==> config.mk <==
export PLATFORM = sky130hd
export DESIGN_NAME = time_counter
export DESIGN_NICKNAME = d
export VERILOG_FILES = /design/src/rtl/time_counter.sv
export SDC_FILE = /design/constraint.sdc
export NUM_CORES = 1
export LEC_CHECK = 0
export CORE_UTILIZATION = 33
export CTS_CLUSTER_DIAMETER = 150
export DETAILED_ROUTE_END_ITERATION = 7
export GPL_ROUTABILITY_DRIVEN = 0
export PLACE_DENSITY_LB_ADDON = 0.3
export SLEW_MARGIN = 0
export SYNTH_ARGS = -nofsm -noshare
export SYNTH_HDL_FRONTEND = slang
export SYNTH_SLANG_ARGS = --single-unit
export TNS_END_PERCENT = 20
==> constraint.sdc <==
create_clock -name clk_in -period 2.52 [get_ports clk_in]
set_input_delay 0.378 -clock clk_in [delete_from_list [all_inputs] [get_ports clk_in]]
set_output_delay 0.378 -clock clk_in [all_outputs]
set_load 0.01 [all_outputs]
==> src/rtl/time_counter.sv <==
// time_counter: BCD hh:mm:ss time-of-day counter driven by rising edges of a
// 1 Hz pulse, with synchronous time load and carry pulses.
// Optional feature: define CLK_TIME_12H_EN to present hh as a 12-hour value
// with a PM flag (the internal count stays 24-hour).
module time_counter #(
  parameter logic [7:0] RESET_HH = 8'h00,
  parameter logic [7:0] RESET_MM = 8'h00,
  parameter logic [7:0] RESET_SS = 8'h00
) (
  input  logic       clk_in,
  input  logic       rst,
  input  logic       clk_1hz,
  input  logic       run,
  input  logic       set_valid,
  input  logic [7:0] set_hh,
  input  logic [7:0] set_mm,
  input  logic [7:0] set_ss,
  output logic [7:0] hh,
  output logic [7:0] mm,
  output logic [7:0] ss,
  output logic       pm,
  output logic       tick_1s,
  output logic       min_tick,
  output logic       hour_tick,
  output logic       day_wrap,
  output logic       set_err
);

  logic [7:0] hh_q, hh_d;
  logic [7:0] mm_q, mm_d;
  logic [7:0] ss_q, ss_d;
  logic       clk_1hz_q;
  logic       tick_q, tick_d;
  logic       min_q, min_d;
  logic       hour_q, hour_d;
  logic       day_q, day_d;
  logic       err_q, err_d;
  logic       edge_c;
  logic       set_ok_c;

  // Increment a BCD 00..59 value, wrapping 59 -> 00.
  function automatic logic [7:0] inc_bcd60(input logic [7:0] v);
    logic [7:0] r;
    if (v[3:0] == 4'd9) begin
      if (v[7:4] == 4'd5) r = 8'h00;
      else                r = {4'(v[7:4] + 4'd1), 4'd0};
    end else begin
      r = {v[7:4], 4'(v[3:0] + 4'd1)};
    end
    return r;
  endfunction

  // Increment a BCD 00..23 hour, wrapping 23 -> 00.
  function automatic logic [7:0] inc_bcd24(input logic [7:0] v);
    logic [7:0] r;
    if (v == 8'h23)            r = 8'h00;
    else if (v[3:0] == 4'd9)   r = {4'(v[7:4] + 4'd1), 4'd0};
    else                       r = {v[7:4], 4'(v[3:0] + 4'd1)};
    return r;
  endfunction

  assign edge_c   = clk_1hz & ~clk_1hz_q;
  assign set_ok_c = (set_hh[3:0] <= 4'd9) && (set_hh[7:4] <= 4'd9) && (set_hh <= 8'h23) &&
                    (set_mm[3:0] <= 4'd9) && (set_mm[7:4] <= 4'd9) && (set_mm <= 8'h59) &&
                    (set_ss[3:0] <= 4'd9) && (set_ss[7:4] <= 4'd9) && (set_ss <= 8'h59);

  // Next-state: set has priority over a coincident tick; ticks only when running.
  always_comb begin
    hh_d   = hh_q;
    mm_d   = mm_q;
    ss_d   = ss_q;
    tick_d = 1'b0;
    min_d  = 1'b0;
    hour_d = 1'b0;
    day_d  = 1'b0;
    err_d  = 1'b0;
    if (set_valid) begin
      if (set_ok_c) begin
        hh_d = set_hh;
        mm_d = set_mm;
        ss_d = set_ss;
      end else begin
        err_d = 1'b1;
      end
    end else if (edge_c && run) begin
      tick_d = 1'b1;
      ss_d   = inc_bcd60(ss_q);
      if (ss_q == 8'h59) begin
        min_d = 1'b1;
        mm_d  = inc_bcd60(mm_q);
        if (mm_q == 8'h59) begin
          hour_d = 1'b1;
          hh_d   = inc_bcd24(hh_q);
          day_d  = (hh_q == 8'h23);
        end
      end
    end
  end

  // State and pulse registers; edge history is preset high so a held-high
  // clk_1hz at reset release does not produce a tick.
  always_ff @(posedge clk_in) begin
    if (rst) begin
      hh_q      <= RESET_HH;
      mm_q      <= RESET_MM;
      ss_q      <= RESET_SS;
      clk_1hz_q <= 1'b1;
      tick_q    <= 1'b0;
      min_q     <= 1'b0;
      hour_q    <= 1'b0;
      day_q     <= 1'b0;
      err_q     <= 1'b0;
    end else begin
      hh_q      <= hh_d;
      mm_q      <= mm_d;
      ss_q      <= ss_d;
      clk_1hz_q <= clk_1hz;
      tick_q    <= tick_d;
      min_q     <= min_d;
      hour_q    <= hour_d;
      day_q     <= day_d;
      err_q     <= err_d;
    end
  end

  assign mm        = mm_q;
  assign ss        = ss_q;
  assign tick_1s   = tick_q;
  assign min_tick  = min_q;
  assign hour_tick = hour_q;
  assign day_wrap  = day_q;
  assign set_err   = err_q;

`ifdef CLK_TIME_12H_EN
  logic [4:0] h_bin_c;
  logic [4:0] h12_c;
  logic       pm_c;

  // 24h -> 12h display conversion from the registered hour.
  always_comb begin
    h_bin_c = 5'(hh_q[7:4]) * 5'd10 + 5'(hh_q[3:0]);
    h12_c   = h_bin_c;
    pm_c    = 1'b0;
    if (h_bin_c == 5'd0) begin
      h12_c = 5'd12;
    end else if (h_bin_c == 5'd12) begin
      pm_c = 1'b1;
    end else if (h_bin_c > 5'd12) begin
      h12_c = 5'(h_bin_c - 5'd12);
      pm_c  = 1'b1;
    end
  end

  assign hh = (h12_c >= 5'd10) ? {4'd1, 4'(h12_c - 5'd10)} : {4'd0, 4'(h12_c)};
  assign pm = pm_c;
`else
  assign hh = hh_q;
  assign pm = 1'b0;
`endif

endmodule

=== Yosys cells after proc, flatten, opt, wreduce, memory -nomap -nowiden ===
Cells that the tools add are included.

* Input port bits: 29
* Register bits after elaboration: 30

* Bitwise logic cells: 6
* Reductions and logical operators: 26
* Equal/unequal tests: 9
* Order comparisons: 9
* Add/subtract/negate cells: 6
* Muxes and demuxes: 22

{| class="wikitable"
|+ Operator list
! cell !! count
|-
| $mux W8 || 18
|-
| $add A4 B1 Y4 const B || 6
|-
| $le A4 B4 Y1 const B || 6
|-
| $eq A8 B7 Y1 const B || 2
|-
| $le A8 B7 Y1 const B || 2
|-
| $eq A4 B4 Y1 const B || 3
|-
| $reduce_bool A2 Y1 || 5
|-
| $logic_and A1 B1 Y1 || 9
|-
| $eq A4 B3 Y1 const B || 2
|-
| $eq A8 B6 Y1 const B || 1
|-
| $le A8 B6 Y1 const B || 1
|-
| $reduce_and A4 Y1 || 2
|-
| $reduce_and A3 Y1 || 2
|-
| $not A1 Y1 || 5
|-
| $reduce_and A5 Y1 || 1
|-
| $reduce_or A5 Y1 || 1
|-
| $mux W1 || 4
|-
| $reduce_or A2 Y1 || 2
|-
| $reduce_or A4 Y1 || 1
|-
| $reduce_bool A3 Y1 || 1
|-
| $reduce_or A3 Y1 || 1
|-
| $ne A2 B1 Y1 const B || 1
|-
| $reduce_and A2 Y1 || 1
|-
| $and A1 B1 Y1 || 1
|}

=== Depth between registers and ports, before layout ===
* Word-level depth: 11
* Mapped depth: 7

=== Worst setup path before layout ===
No wires, ideal clock.

* Kind: register -> register
* From: register hh_q[5] (netlist: hh[5])
* To: register hh_q[4] (netlist: hh[4])
* Cell stages (with the launch flop): 7
* Slack: 0.679 ns
* Library setup time: 0.130 ns
* Path buffers: 0
* Arrival time: 1.711 ns
* Required time: 2.390 ns
* Period minus slack after synthesis: 1.841 ns
* Path through: dfxtp_1 -> ha_1 -> nor4b_2 -> nand2_1 -> a2111o_1 -> a222oi_1 -> a311oi_1

* Word-level cells in the longest chain between the ends: 6
* Elaborated cells on any way between the ends: 8
* Those cells by class: eq/ne (1); mux (5); reduce/logical (2)

{| class="wikitable"
|+ Ends and longest elaborated chain
! element !! RTL line !! source
|-
| start, declared || 29 || <nowiki>logic [7:0] hh_q, hh_d;</nowiki>
|-
| start signal, assigned || 114 || <nowiki>hh_q <= hh_d;</nowiki>
|-
| $eq A8 B6 Y1 * || 56 || <nowiki>if (v == 8'h23) r = 8'h00;</nowiki>
|-
| $mux W8 || 56 ||
|-
| $mux W8 || 91 || <nowiki>if (mm_q == 8'h59) begin</nowiki>
|-
| $mux W8 || 88 || <nowiki>if (ss_q == 8'h59) begin</nowiki>
|-
| $mux W8 || 85 || <nowiki>end else if (edge_c && run) begin</nowiki>
|-
| $mux W8 || 77 || <nowiki>if (set_valid) begin</nowiki>
|}

Every way passes the cells marked *; elsewhere a longest branch is shown, timed or not. The select of a mux whose other input is x is not followed.
A chain may end at the register's enable or synchronous reset.

=== Worst setup path after layout ===
* From: input set_hh[3]
* To: register ss_q[1] (netlist: ss[1])

* Word-level cells in the longest chain between the ends: 11
* Elaborated cells on any way between the ends: 12
* Those cells by class: order compare (2); eq/ne (1); reduce/logical (9)

{| class="wikitable"
|+ Ends and longest elaborated chain
! element !! RTL line !! source
|-
| start, declared || 15 || <nowiki>input logic [7:0] set_hh,</nowiki>
|-
| branches (longest 2 deep; another with $le A8 B6 Y1) || - ||
|-
| $logic_and A1 B1 Y1 * (2 in series) || 63 || <nowiki>assign set_ok_c = (set_hh[3:0] <= 4'd9) && (set_hh[7:4] <= 4'd9) && (set_hh <= 8'h23) &&</nowiki>
|-
| $logic_and A1 B1 Y1 * (3 in series) || 64 || <nowiki>(set_mm[3:0] <= 4'd9) && (set_mm[7:4] <= 4'd9) && (set_mm <= 8'h59) &&</nowiki>
|-
| $logic_and A1 B1 Y1 * (2 in series) || 65 || <nowiki>(set_ss[3:0] <= 4'd9) && (set_ss[7:4] <= 4'd9) && (set_ss <= 8'h59);</nowiki>
|-
| $ne A2 B1 Y1 (no source line) * || - ||
|-
| $reduce_and A2 Y1 (no source line) * || - ||
|-
| end signal, assigned || 116 || <nowiki>ss_q <= ss_d;</nowiki>
|-
| end, declared || 31 || <nowiki>logic [7:0] ss_q, ss_d;</nowiki>
|}

Every way passes the cells marked *.

==> out/metrics.yaml <==
max_freq_mhz: 490
port_buffers: 57
final_common_cell: "clkdlybuf4s50_1"
hp-start: "ss[6]"
path_buf_inv: 2
status: "finished clean"
ys_top_cells_by_area: "dfxtp_1 31%, a21oi_1 4.7%, clkbuf_8 4.3%, o21ai_0 4.2%, ha_1 3.9%"
cp_slowest_stage_delay_ps: 450
start_util_pct: 34.5
ys_async_sr_fraction_pct: 0
worst_ep_arrival_time_ps: 2250
grt_pass1_wl_um: 8610
initialDrtViolationCount: 128
cp_max_fo: 4
avgSynthCellArea_um2: 8.31
die_w_um: 78.1
die_area_um2: 6100
dpl-instance-area_um2: 2530
ys_ff_latch: 30
synth.distinct_cells: 55
cts.path.max_buffers: 2
cap_violations: 0
yosysTopAreaCell: "dfxtp_1"
fp.coreArea_um2: 5540
layout.nets: 326
yosysSeqAreaShare_pct: 31.4
syn_nets: 265
p_leak_nw: 0.862
criticalPathCategory: "primary input to flip-flop"
cts.clk_slew.worst_paths_ps: 60
finalHoldViolations: 0
cts-buffers-inserted: 5
drive_gt1_share_pct: 8.56
drt_pass1_iterations: 5
cp_top_family: "compound AO/OA/AOI/OAI gates"
fin_util_pct: 47.6
r2r_start: "hh[4]"
crit_slowest_cell: "clkdlybuf4s50_1"
cts_resized: 0
num-fill-cells: 579
viasPerCell: 5.37
ir_drop_mv: 0.211
netlist_instances: 230
clk_latency_ps: 280
required_ps: 2730
num_rows: 27
syn_area_um2: 1910
holdBufCountCts: 0
drc: 0
hpwlAfterDp_um: 3950
htreeDepth: 2
min_period_ps: 2040
grt_pass1_vias: 1785
ios: 59
cts_setup_buffers: 0
vias: 1956
stdcell_count: 364
diodes: 0
slew_viol_final: 0
yosysTopAreaCellShare_pct: 31.4
setup_violations: 0
grtUsageTotal_pct: 17.8
die_y_um: 78.1
timing.final.crit_share_pct: 80.9
setup-tns-final_ps: 0
cts_root_buffer: "clkbuf_8"
ys_warn_count: 0
cts_tree: "done"
min_path_type: "flip-flop to flip-flop"
synth-edff-count: 0
syn2layout_area_growth_pct: 37.8
antenna_left: 0
worstPathCellList: "clkdlybuf4s50_1 -> o31ai_1 -> nand3_1 -> buf_4 -> nor2_1 -> o21ai_0 -> a21oi_1"
p_per_area_nw_per_um2: 408
dpl.cell_count: 356
design_area_um2: 2640
gr-total-overflow: 0
worstSetupEndpointType: "flip-flop"
wl_um: 5250
synth_ff_type: "dfxtp_1"
wl_per_cell_um: 14.4
clock-skew-final_ps: 6.35
crit_start: "set_hh[3]"
cp-start-kind: "primary input"
layout_common_cells: "57 x clkdlybuf4s50_1, 30 x dfxtp_1, 19 x nor2_1"
grt_max_degree: 27
rsz0062_at_grt: "false"
cts_sinks: 30
antenna_found_initial: 0
[per-stage QoR]
| stage | power, mW | hold WS, ps | worst slack (ps) |
|---|---|---|---|
| global route | 1.12 | 551 | 365 |
| CTS | 1.08 | 522 | 508 |
| global placement | 0.609 | 512 | 202 |
| detailed placement | 0.608 | 507 | 217 |
| finish | 1.07 | 525 | 480 |
| floorplan | 0.545 | 482 | 679 |
[logic make-up (layout without fill, tap and decap cells)]
| logic type | after synthesis | in the layout | share of synthesized area [%] |
|---|---|---|---|
| DFF | 30 | 30 | 31.4 |
| adders and majority gates | 6 | 6 | 3.93 |
| other | 1 | 1 | 0.196 |
| buffers and inverters | 21 | 83 | 7.53 |
| muxes | 1 | 1 | 0.524 |
| and+or+nand+nor | 94 | 94 | 29.2 |
| AOI/OAI and AO/OA | 73 | 73 | 25.4 |
| xor gates and xnor gates | 4 | 4 | 1.83 |
[final cells by class]
class	count	area, um^2	area share [%]
inverters	10	37.5	1.42
multi-input cells	179	1170	44.3
repair buffers	65	631	23.9
clock buffers	5	68.8	2.61
flip-flops and latches	30	601	22.8
well taps	72	90.1	3.42
clock inverters	3	40.0	1.52
[per-layer routing]
layer | vias up | global-route usage [%] | share of wire (%)
li1 | 981 | - | -
met3 | 4 | 4.65 | 6.4
met4 | 0 | 5.19 | 0.80
met1 | 897 | 24.2 | 49
met2 | 74 | 27.3 | 43
met5 | - | 0 | 0
[registers in the layout, indices dropped and copies added, names as in the netlist]
name       count
hh             8
min_tick       1
tick_1s        1
hour_tick      1
clk_1hz_q      1
mm             8
set_err        1
ss             8
day_wrap       1
[path summary, 6_finish.rpt]
path / to / cells past startpoint / slack, ps
setup / recovery: ss[1] / 7 / 480
hold / removal: ss[6] / 2 / 520
setup reg to reg: hh[4] / 7 / 510
hold reg to reg: ss[6] / 2 / 520
[synthesized netlist by cell type (all sizes together) (2+ instances only)]
| library cell | count |
|---|---|
| or2 | 2 |
| a222oi | 2 |
| nand4 | 3 |
| o21ai | 18 |
| o31a | 2 |
| o31ai | 4 |
| a21oi | 18 |
| nand2b | 9 |
| or3 | 2 |
| a22oi | 2 |
| dfxtp | 30 |
| nor4b | 4 |
| nor4 | 2 |
| ha | 6 |
| o32ai | 4 |
| inv | 9 |
| nand3b | 5 |
| a31oi | 4 |
| and3b | 3 |
| nor3 | 6 |
| and4bb | 3 |
| o21a | 3 |
| a311oi | 3 |
| a211oi | 6 |
| a32o | 2 |
| nor2 | 19 |
| nand3 | 14 |
| clkbuf | 10 |
| nand2 | 17 |
| xnor2 | 3 |
[where the power goes]
group          internal (mW)  total (mW)  switching (mW)
registers              0.477       0.480         0.00259
clock network          0.291       0.475           0.185
logic                 0.0646       0.119          0.0549
[worst reg2reg max path, delay by kind of cell, from the launching register on]
| family | cells | cell delay, ps |
|---|---|---|
| buffers and inverters | 1 | 110 |
| adders and majority gates | 1 | 150 |
| AOI/OAI and AO/OA | 3 | 910 |
| and+or+nand+nor | 2 | 400 |
| DFF | 1 | 330 |
Note: power is estimated with default switching activity, not from simulation.
==> patch 1: new RTL, same settings <==
The option `CLK_TIME_12H_EN` is turned on by a define.
--- a/src/rtl/time_counter.sv
+++ b/src/rtl/time_counter.sv
@@ -4,2 +4,4 @@
 // with a PM flag (the internal count stays 24-hour).
+`define CLK_TIME_12H_EN
+
 module time_counter #(
Function: changed (a bounded check fails within 4 cycles, from zero or initial values and one cycle with rst high).
==> patch 1 against the unedited design <==
Sequential cell count unchanged; clock skew down 0.00097 ns; critical endpoint is now hh[2]; wire length up 14%; final cell count up 26%; largest power group unchanged; total power down 0.96%; via count up 21%; worst setup slack worse by 1.3 ns; design area up 25%; synthesized area up 13%; critical path type is now reg -> out; the flow now finishes with violations (negative setup slack).
==> patch 1: results (changes against the unedited design) <==
----------------------------------------------------
[Finish]
  Area of all sequential standard cells ... 606 sq um (was 601 sq um)
  Inverters excl. clock ... 14 (was 10)
  Final clock-cell share ... 2.77% (was 4.13%)
  Final #Nets ... 422 (was 326)
  Count of fill cells added during filler insertion ... 596 (was 579)
  Clock Buffer Count ... 7 (was 5)
  Area of the multi-input gates ... 0.00153 sq mm (was 0.00117 sq mm)
  Count of multi-input combinational gates ... 222 (was 179)
  Count of plain and timing-repair buffers ... 106 (was 65)
  Core utilization of the finished layout ... 52.0% (was 47.6%)

[Run status]
  Result of the run ... finished, violations left (was finished clean)
  Violations in the final reports ... negative setup slack

[Clock network]
  Number of cells upsized or downsized after cts ... 23 (was 0)
  Post-CTS setup buffer count ... 2 (was 0)

[Drt]
  Routed met2 length ... 2550 um (was 2280 um)
  Post-route met1 wirelength ... 3060 um (was 2600 um)
  Via count ... 2376 (was 1956)
  Final Routed Wirelength ... 5990 um (was 5250 um)
  Iteration-0 DRC Markers ... 103 (was 128)
  Average wire per standard cell ... 13.1 um (was 14.4 um)
  Routed length on met3 ... 333 um (was 336 um)

[Global routing]
  Met2 usage in global routing ... 26.8% (was 27.3%)
  Maximum number of pins on one net before global-route repair ... 19 (was 27)
  Met3 GRT Util ... 3.48% (was 4.65%)
  Via count of the first global-routing pass ... 2206 (was 1785)
  Global-route wire length before repair ... 10100 um (was 8610 um)
  Overall routing resource usage ... 17.8% (about the same)

[Synth]
  Leading post-synthesis cells by instance count ... 36 x sky130_fd_sc_hd__nor2_1, 30 x sky130_fd_sc_hd__dfxtp_1, 26 x sky130_fd_sc_hd__a21oi_1, 26 x sky130_fd_sc_hd__nand2_1, 17 x sky130_fd_sc_hd__o21ai_0 (was 30 x sky130_fd_sc_hd__dfxtp_1, 19 x sky130_fd_sc_hd__nor2_1, 18 x sky130_fd_sc_hd__a21oi_1, 17 x sky130_fd_sc_hd__nand2_1, 16 x sky130_fd_sc_hd__o21ai_0)
  Post-synth cell types ... 57 (was 55)
  Share of synthesized area occupied by flip-flops and latches ... 27.7% (was 31.4%)

[Placed design]
  Detailed Place HPWL ... 4780 um (was 3950 um)
  Placed cells ... 447 (was 356)
  Pre-CTS setup slack ... -0.970 ns (was 0.217 ns)
  Post-Place Cell Area ... 0.00321 sq mm (was 0.00253 sq mm)

[Pwr]
  Static Leakage ... 1.30 nW (was 0.862 nW)
  Net switching share of the total power ... 24.7% (was 22.5%)

[Setup path]
  CP max stage cell ... sky130_fd_sc_hd__or3b_4 (was sky130_fd_sc_hd__clkdlybuf4s50_1)
  Biggest fanout along the worst timing path ... 3 (was 4)
  Slowest Stage Delay on Critical Path ... 0.39 ns (was 0.45 ns)
  Delay-heaviest family, CP ... adder cells (was compound AO/OA/AOI/OAI gates)
  Arrival time worst endpoint ... 2.93 ns (was 2.25 ns)

[Timing]
  Fin Clk Skew ... 0.00538 ns (was 0.00635 ns)
  Finish-stage setup viols ... 5 (was 0)
  Post-route setup slack ... -0.790 ns (was 0.480 ns)

[Die]
  Full die area ... 0.00689 sq mm (was 0.00610 sq mm)

----------------------------------------------------
==> patch 1: path summary, 6_finish.rpt <==
kind / slack (ns) / start / to
worst min register to register: 0.52 / mm[6] / mm[6]
worst min-delay path: 0.52 / mm[6] / mm[6]
worst max-delay path: -0.79 / hh_q[4] / hh[2]
worst max register to register: 0.51 / ss[5] / hh_q[1]
==> patch 1: kinds of logic after synthesis <==
logic type	Yosys count	synth area share, %
adders and majority gates	14	8.43
and+or+nand+nor	105	24.8
DFF	30	27.7
xor gates and xnor gates	8	3.87
AOI/OAI and AO/OA	87	26.7
muxes	5	2.48
other	1	0.173
buffers and inverters	29	5.89
==> patch 1: power by group through the flow <==
| stage | Combinational [mW] | Sequential [mW] | Clock, mW |
|---|---|---|---|
| floorplan | 0.0817 | 0.492 | 0 |
| finish | 0.188 | 0.481 | 0.396 |
| detailed placement | 0.187 | 0.491 | 0 |
| global placement | 0.186 | 0.491 | 0 |
| CTS | 0.186 | 0.481 | 0.403 |
| global route | 0.203 | 0.481 | 0.421 |
==> patch 2: new RTL, config.mk and constraints unchanged <==
Made on the original files. Register the output `hour_tick` once more, with the module's reset; this adds one clock of latency there. The other outputs are not delayed to match.
--- a/src/rtl/time_counter.sv
+++ b/src/rtl/time_counter.sv
@@ -129,3 +129,9 @@
   assign min_tick  = min_q;
-  assign hour_tick = hour_q;
+  always_ff @(posedge clk_in) begin
+    if (rst) begin
+      hour_tick <= '0;
+    end else begin
+      hour_tick <= hour_q;
+    end
+  end
   assign day_wrap  = day_q;
Behaviour: not the same (a bounded check fails within 4 cycles, from zero or initial values and one cycle with rst high).
==> patch 2 against the unedited design <==
Worst setup slack worse by 0.056 ns; sequential share of layout area about the same; highest routed layer unchanged; final cell count up 4.1%; design area up 3.4%; global-route usage up 1.3 points; sequential cell count up 1; wire length up 4.6%; total power down 0.94%; synthesized area down 0.85%.
==> patch 2: results (changes against the unedited design) <==
----------------------------------------------------
[Pwr]
  Static Leakage ... 0.955 nW (was 0.862 nW)
  Share of power burned in combinational logic ... 13.4% (was 11.1%)
  Pwr Total ... 1.06 mW (was 1.07 mW)
  Net Sw Power ... 0.250 mW (was 0.242 mW)
  Maximum ir drop on the vdd rail ... 183 uV (was 211 uV)
  P_seq ... 0.496 mW (was 0.480 mW)

[Synth]
  Adder-cell area share of the yosys netlist ... 3.96% (was 3.93%)
  Area fraction in compound gates after synthesis ... 29.6% (was 25.4%)
  Leading post-synthesis cells by instance count ... 31 x sky130_fd_sc_hd__dfxtp_1, 24 x sky130_fd_sc_hd__a21oi_1, 24 x sky130_fd_sc_hd__nand2_1, 19 x sky130_fd_sc_hd__o21ai_0, 15 x sky130_fd_sc_hd__nor2_1 (was 30 x sky130_fd_sc_hd__dfxtp_1, 19 x sky130_fd_sc_hd__nor2_1, 18 x sky130_fd_sc_hd__a21oi_1, 17 x sky130_fd_sc_hd__nand2_1, 16 x sky130_fd_sc_hd__o21ai_0)
  Mux cell area share after synthesis ... 0.528% (was 0.524%)
  Share of synthesized area occupied by flip-flops and latches ... 32.7% (was 31.4%)
  Net count after synthesis ... 273 (was 265)

[Drt]
  Pre-antenna DRT Iters ... 4 (was 5)
  Via count ... 2084 (was 1956)
  Average wire per standard cell ... 14.5 um (was 14.4 um)
  Iteration-0 DRC Markers ... 155 (was 128)

[Global routing]
  Via count of the first global-routing pass ... 1864 (was 1785)
  Overall routing resource usage ... 19.0% (was 17.8%)

[Finish]
  Final #Nets ... 341 (was 326)
  Count of fill cells added during filler insertion ... 531 (was 579)

[Placed design]
  Post-Place Cell Area ... 0.00263 sq mm (was 0.00253 sq mm)
  Detailed Place HPWL ... 4170 um (was 3950 um)

[Run status]
  Result of the run ... finished clean (unchanged)

[Timing]
  Fin Clk Skew ... 0.00313 ns (was 0.00635 ns)

[Setup path]
  Biggest fanout along the worst timing path ... 9 (was 4)
  Arrival time worst endpoint ... 2.28 ns (was 2.25 ns)

----------------------------------------------------
## patch 2: layout make-up
cell class	count	area, sq um	area share [%]
clock buffers	8	100	3.67
multi-input cells	188	1200	44.0
well taps	72	90.1	3.31
flip-flops and latches	31	621	22.8
repair buffers	74	693	25.4
inverters	6	22.5	0.826
## patch 2: logic make-up after synthesis
logic type,count (synthesis)
adders and majority gates,6
DFF,31
muxes,1
and+or+nand+nor,93
buffers and inverters,19
AOI/OAI and AO/OA,85
xor gates and xnor gates,2
other,1
## patch 2: layer usage
layer	track usage (%)	share of wire, %	wire length (um)	vias up
met1	26.1	47	2600	961
met4	8.49	1.5	85	0
met2	28.4	45	2460	80
met3	4.00	6.1	337	9
li1	-	-	-	1034
met5	0	0	0	-
## patch 2: final timing paths
kind,startpoint,end,slack (ns),cells after the start
worst max-delay path,set_hh[6],hh[5],0.42,7
worst min-delay path,hour_q,hour_tick,0.45,1
worst max register to register,ss[5],mm[5],0.46,7
worst min register to register,hour_q,hour_tick,0.45,1
## patch 2: per-stage QoR
| stage | util, % | setup slack (ns) | cells |
|---|---|---|---|
| after floorplan | - | 0.694 | 238 |
| after global placement | 47.7 | 0.170 | 371 |
| after detailed placement | 47.7 | 0.144 | 371 |
| after CTS | 49.5 | 0.437 | 379 |
| after global routing | 49.5 | 0.274 | 379 |
| final | 49.5 | 0.425 | 379 |
## patch 2: worst reg2reg max path: stages, from the launching register on
cell and delay [ns]:
sky130_fd_sc_hd__dfxtp_1 0.41, sky130_fd_sc_hd__inv_1 0.06, sky130_fd_sc_hd__ha_1 0.17, sky130_fd_sc_hd__and3b_1 0.22
sky130_fd_sc_hd__a21oi_1 0.60, sky130_fd_sc_hd__buf_4 0.28, sky130_fd_sc_hd__o21ai_0 0.09, sky130_fd_sc_hd__o311a_1 0.12
